## config.mk

```make
export PLATFORM = sky130hd
export DESIGN_NAME = led_controller_flat
export DESIGN_NICKNAME = d
export VERILOG_FILES = /design/src/rtl/led_controller_if.sv /design/src/rtl/led_controller.sv /design/src/flat_wrapper.sv
export SDC_FILE = /design/constraint.sdc
export NUM_CORES = 1
export LEC_CHECK = 0
export BUFFER_PORTS_ARGS = -buffer_cell sky130_fd_sc_hd__buf_2
export CAP_MARGIN = 20
export CORE_ASPECT_RATIO = 0.5
export CORE_UTILIZATION = 50
export CTS_CLUSTER_SIZE = 16
export DETAILED_ROUTE_END_ITERATION = 8
export GPL_TIMING_DRIVEN = 1
export PLACE_DENSITY = 0.85
export SYNTH_ARGS = -nofsm -noshare
export SYNTH_HDL_FRONTEND = slang
export SYNTH_SLANG_ARGS = --single-unit
export TNS_END_PERCENT = 100
```

## constraint.sdc

```tcl
create_clock -name clk -period 1.8 [get_ports clk]
set_clock_uncertainty 0.05 [all_clocks]
set_input_delay 0.36 -clock clk [delete_from_list [all_inputs] [get_ports clk]]
set_output_delay 0.36 -clock clk [all_outputs]
set_load 0.02 [all_outputs]
```

## src/rtl/led_controller_if.sv

```systemverilog
// Bundle that carries the LED controller's start request, memory read port and status.
// The slave view belongs to the controller; the master view belongs to its environment.
interface led_controller_if #(
    parameter int LED_COUNT  = 16,
    parameter int ADDR_WIDTH = 13
);
    logic                  copy_start;
    logic [ADDR_WIDTH-1:0] mem_din_addr;
    logic                  mem_din_re;
    logic [15:0]           mem_din;
    logic [LED_COUNT-1:0]  leds_out;
    logic                  busy;
    logic                  copy_done;

    modport master (
        output copy_start,
        output mem_din,
        input  mem_din_addr,
        input  mem_din_re,
        input  leds_out,
        input  busy,
        input  copy_done
    );

    modport slave (
        input  copy_start,
        input  mem_din,
        output mem_din_addr,
        output mem_din_re,
        output leds_out,
        output busy,
        output copy_done
    );
endinterface

```

## src/rtl/led_controller.sv

```systemverilog
// Reads LED_COUNT words from data memory and drives one LED per word (on iff word nonzero).
// Define LED_ATOMIC_UPDATE_EN to present a whole pass at once via a shadow register.
module led_controller #(
    parameter int LED_COUNT  = 16,
    parameter int LED_ADDR   = 7808,
    parameter int ADDR_WIDTH = 13
) (
    input  logic              clk,
    input  logic              reset,
    led_controller_if.slave   bus
);
    localparam int                    IDX_W = (LED_COUNT > 1) ? $clog2(LED_COUNT) : 1;
    localparam logic [ADDR_WIDTH-1:0] BASE  = ADDR_WIDTH'(LED_ADDR);
    localparam logic [IDX_W-1:0]      LAST  = IDX_W'(LED_COUNT - 1);

    typedef enum logic [1:0] {
        IDLE  = 2'd0,
        READ  = 2'd1,
        DRAIN = 2'd2
    } state_t;

    state_t                r_state;
    state_t                w_state_next;
    logic [IDX_W-1:0]      r_idx;
    logic [IDX_W-1:0]      w_idx_next;
    logic [ADDR_WIDTH-1:0] r_addr;
    logic [ADDR_WIDTH-1:0] w_addr_next;
    logic                  r_re;
    logic                  w_re_next;
    logic                  r_busy;
    logic                  w_busy_next;
    logic                  r_done;
    logic                  w_done_next;

    // Word index presented last cycle; its data is on mem_din now.
    logic                  r_cap_valid;
    logic [IDX_W-1:0]      r_cap_idx;

    logic [LED_COUNT-1:0]  r_leds;
    logic [LED_COUNT-1:0]  w_base;
    logic [LED_COUNT-1:0]  w_merged;
    logic                  w_word_nz;

    always_ff @(posedge clk or posedge reset) begin
        if (reset) begin
            r_state     <= IDLE;
            r_idx       <= '0;
            r_addr      <= BASE;
            r_re        <= 1'b0;
            r_busy      <= 1'b0;
            r_done      <= 1'b0;
            r_cap_valid <= 1'b0;
            r_cap_idx   <= '0;
        end else begin
            r_state     <= w_state_next;
            r_idx       <= w_idx_next;
            r_addr      <= w_addr_next;
            r_re        <= w_re_next;
            r_busy      <= w_busy_next;
            r_done      <= w_done_next;
            r_cap_valid <= (r_state == READ);
            r_cap_idx   <= r_idx;
        end
    end

    always_comb begin
        w_state_next = r_state;
        w_idx_next   = r_idx;
        w_addr_next  = BASE;
        w_re_next    = 1'b0;
        w_busy_next  = 1'b0;
        w_done_next  = 1'b0;
        case (r_state)
            IDLE: begin
                if (bus.copy_start) begin
                    w_state_next = READ;
                    w_idx_next   = '0;
                    w_re_next    = 1'b1;
                    w_busy_next  = 1'b1;
                end
            end
            READ: begin
                w_busy_next = 1'b1;
                if (r_idx == LAST) begin
                    w_state_next = DRAIN;
                end else begin
                    w_idx_next  = r_idx + IDX_W'(1);
                    w_addr_next = r_addr + ADDR_WIDTH'(1);
                    w_re_next   = 1'b1;
                end
            end
            DRAIN: begin
                w_state_next = IDLE;
                w_done_next  = 1'b1;
            end
            default: begin
                w_state_next = IDLE;
            end
        endcase
    end

    assign w_word_nz = |bus.mem_din;

    // Word i lands on bit LED_COUNT-1-i, so LED 0's word drives the MSB.
    for (genvar gi = 0; gi < LED_COUNT; gi++) begin : g_bit
        localparam logic [IDX_W-1:0] SLOT = IDX_W'(LED_COUNT - 1 - gi);
        assign w_merged[gi] = (r_cap_valid && (r_cap_idx == SLOT)) ? w_word_nz : w_base[gi];
    end

`ifdef LED_ATOMIC_UPDATE_EN
    logic [LED_COUNT-1:0] r_shadow;

    assign w_base = r_shadow;

    always_ff @(posedge clk or posedge reset) begin
        if (reset) begin
            r_shadow <= '0;
        end else if (r_cap_valid) begin
            r_shadow <= w_merged;
        end
    end

    // Last word is captured on the DRAIN edge, so load the merged value directly.
    always_ff @(posedge clk or posedge reset) begin
        if (reset) begin
            r_leds <= '0;
        end else if (r_state == DRAIN) begin
            r_leds <= w_merged;
        end
    end
`else
    assign w_base = r_leds;

    always_ff @(posedge clk or posedge reset) begin
        if (reset) begin
            r_leds <= '0;
        end else if (r_cap_valid) begin
            r_leds <= w_merged;
        end
    end
`endif

    assign bus.mem_din_addr = r_addr;
    assign bus.mem_din_re   = r_re;
    assign bus.leds_out     = r_leds;
    assign bus.busy         = r_busy;
    assign bus.copy_done    = r_done;
endmodule

```

## src/flat_wrapper.sv

```systemverilog
// flat-port wrapper written by rule: the top's interface ports become plain ports
module led_controller_flat 
#(
    parameter int LED_COUNT  = 16,
    parameter int LED_ADDR   = 7808,
    parameter int ADDR_WIDTH = 13
)
  (clk, reset, bus_copy_start, bus_mem_din, bus_mem_din_addr, bus_mem_din_re, bus_leds_out, bus_busy, bus_copy_done);
  led_controller_if #(.LED_COUNT(LED_COUNT), .ADDR_WIDTH(ADDR_WIDTH)) bus_i ();
  input  logic clk;
  input  logic reset;
  input wire logic [$bits(bus_i.copy_start)-1:0] bus_copy_start;
  input wire logic [$bits(bus_i.mem_din)-1:0] bus_mem_din;
  output wire logic [$bits(bus_i.mem_din_addr)-1:0] bus_mem_din_addr;
  output wire logic [$bits(bus_i.mem_din_re)-1:0] bus_mem_din_re;
  output wire logic [$bits(bus_i.leds_out)-1:0] bus_leds_out;
  output wire logic [$bits(bus_i.busy)-1:0] bus_busy;
  output wire logic [$bits(bus_i.copy_done)-1:0] bus_copy_done;
  assign bus_i.copy_start = bus_copy_start;
  assign bus_i.mem_din = bus_mem_din;
  assign bus_mem_din_addr = bus_i.mem_din_addr;
  assign bus_mem_din_re = bus_i.mem_din_re;
  assign bus_leds_out = bus_i.leds_out;
  assign bus_busy = bus_i.busy;
  assign bus_copy_done = bus_i.copy_done;
  led_controller #(.LED_COUNT(LED_COUNT), .LED_ADDR(LED_ADDR), .ADDR_WIDTH(ADDR_WIDTH)) u_core (.clk(clk), .reset(reset), .bus(bus_i));
endmodule
```

==> qor.yml <==
status: "finished clean"
first_pass_iters: 4
synth_area_leaders: "dfrtp_1 49%, dfstp_2 6.7%, mux2_2 6.4%"
synth_top_family_by_area: "simple AND/OR/NAND/NOR gates"
dr_wl_met2_um: 1730
synth_compound_area_share_pct: 5.72
postLayoutCellArea_um2: 2330
vdd_ir_drop_max_mv: 0.908
cts_tree: "done"
dp.cells: 263
io_pins: 51
synth_fa_ha_area_share_pct: 1.29
vias_per_cell: 5.35
grt_max_degree: 44
drc: 0
die_y_um: 46.1
h-tree-depth: 2
wl_per_cell_um: 13.1
diodes: 0
critical_path_class: "register to register"
num_vias: 1449
start_util_pct: 54.3
syn_inst: 165
avgSynthCellArea_um2: 11.8
seqCellArea_um2: 1080
grt_pass1_vias: 1298
wl_met3_um: 193
clkTransAtPathRegs_ps: 80
ys_seq_area_share_pct: 55.6
dieArea_um2: 4160
detail-route-antenna-nets: 0
yosysMostFrequentCell: "dfrtp_1"
ys.flop_type: "dfrtp_1"
grt_overflow: 0
clock_sinks: 43
insertion_delay_ps: 290
cp-end-kind: "register"
synthSimpleGateAreaFrac_pct: 20.6
drt-total-wl_um: 3550
cp_data_arrival_time_ps: 1840
cts_resized: 0
multi_input_area_um2: 812
place.gp.congestion: 0.813
critPathMaxFanout: 8
finalCriticalPeriod_ps: 1660
min_period_over_period_pct: 92.3
syn_area_um2: 1950
final-hold-violation-count: 0
p_per_area_nw_per_um2: 1480
rows: 15
rr_endpoint: "u_core.bus.mem_din_addr[12]"
hold_class: "input pin to asynchronous set/reset pin"
reg2reg_depth: 4
synth_common_cells: "38 x dfrtp_1, 18 x nor2_1, 11 x mux2_2, 11 x nand3_1, 7 x nor3_1"
highest_layer: "met4"
antenna_found_initial: 0
nets: 240
cts_setup_buffers: 0
first_iter_violations: 49
yosys.area.top_type: "dfrtp_1"
maxSlewHeadroom_pct: 65.8
clock_path_buffers: 2
io_buffers: 50
cts_inserted_buffers: 5
cts-root-buf: "clkbuf_8"
rsz0062_at_grt: "false"
rrSetupSlack_ps: 140
dpl_cell_area_um2: 2240
drive_gt1_share_pct: 39.5
met1_length_um: 1600
core_um2: 3580
fin_cells: 271
synth.net_count: 186
ctsHoldBuffers: 0
area_growth_syn_to_layout_pct: 19.5
grt_pass1_wl_um: 5800
grt_use_total_pct: 18.6
synth_cell_types: 35
cp.required_ps: 1980
ys_ff_latch: 43
fillers: 273
critPathLaunchType: "register"
yosysTopAreaCellShare_pct: 48.8
die_w_um: 90.2
drv_cap: 0
setup_viol: 0
async_flop_share_pct: 100
synth.mux.area_fraction_pct: 12.8
r2r-start: "u_core.bus.mem_din_addr[0]"
p_leak_nw: 0.952
worstMarginPinSlew_ps: 514
maxSlewViolCount: 0
dpl.hpwl_um: 2580
hold_ws_ps: 128
synth-warning-count: 0
max_freq_mhz: 602
fin_setup_tns_ps: 0
synth_edf_count: 0
synth_xor_area_share_pct: 1.35
## worst max-delay path by stage
stage                                     from                          end  cells past startpoint
finish              u_core.bus.mem_din_addr[0]  u_core.bus.mem_din_addr[12]                      4
global route        u_core.bus.mem_din_addr[0]  u_core.bus.mem_din_addr[12]                      4
CTS                            u_core.r_idx[0]              u_core.r_idx[1]                      4
detailed placement              bus_mem_din[1]       u_core.bus.leds_out[6]                      4
global placement                bus_mem_din[1]       u_core.bus.leds_out[3]                      4
floorplan           u_core.bus.mem_din_addr[0]  u_core.bus.mem_din_addr[12]                      4
## metal layers
layer / track usage (%) / vias to the layer above
met1: 22.3 / 702
li1: - / 703
met4: 7.74 / 0
met3: 5.78 / 4
met5: 0 / -
met2: 32.8 / 40
## kinds of logic after synthesis
logic type / count (synthesis)
compound gates: 16
mux: 21
buf+inv: 11
xor+xnor: 3
fa+ha+maj: 2
flops: 43
simple gates: 69
## worst max-delay path: stages, from the launching register on
cell and delay [ps]:
dfrtp_1 430, ha_1 260, nand4_2 220, or4_1 530, nand3_1 110
## flip-flops by register name, indices dropped and copies added (netlist names)
register,flops
u_core.bus.leds_out,16
u_core.r_cap_valid,1
u_core.r_state,2
u_core.bus.mem_din_re,1
u_core.bus.mem_din_addr,13
u_core.bus.busy,1
u_core.bus.copy_done,1
u_core.r_cap_idx,4
u_core.r_idx,4
## power breakdown
part           switching [mW]  internal [mW]  total [mW]
sequential              0.316           1.27        1.59
clock                   0.317          0.271       0.588
combinational           0.730          0.547        1.28
## placed cells by master, fill, tap and decap left out, drive strengths merged
cell / instances
buf: 51
dfrtp: 38
nor2: 18
mux2: 16
nand3: 11
nor3: 7
inv: 7
clkbuf: 6
nor4: 6
nand2: 5
mux2i: 5
a21oi: 5
dfstp: 5
and3: 4
o21ai: 4
nand3b: 4
nand4: 4
nand2b: 3
o31ai: 3
or4: 2
or3: 2
xnor2: 2
ha: 2
a211oi: 2
nor3b: 1
o21a: 1
and4: 1
a41oi: 1
xor2: 1
nor2b: 1
clkinvlp: 1
clkinv: 1
## cell type report
| type | count | share of cell area (%) |
|---|---|---|
| timing repair buffer | 51 | 11.1 |
| inverter | 7 | 1.13 |
| sequential | 43 | 46.5 |
| clock buffer | 6 | 3.12 |
| tap | 51 | 2.74 |
| clock inverter | 2 | 0.538 |
| multi-input combinational | 111 | 34.9 |
## metrics by stage
stage                     total power, mW  worst slack (ps)  utilization [%]
after global placement               2.84               173             62.5
after floorplan                      2.51               203                -
after CTS                            3.48               122             64.9
after detailed placement             2.89               101             62.5
after global routing                 3.67              29.5             64.9
final                                3.45               139             64.9
No activity file was read; power rests on OpenSTA's default activity.
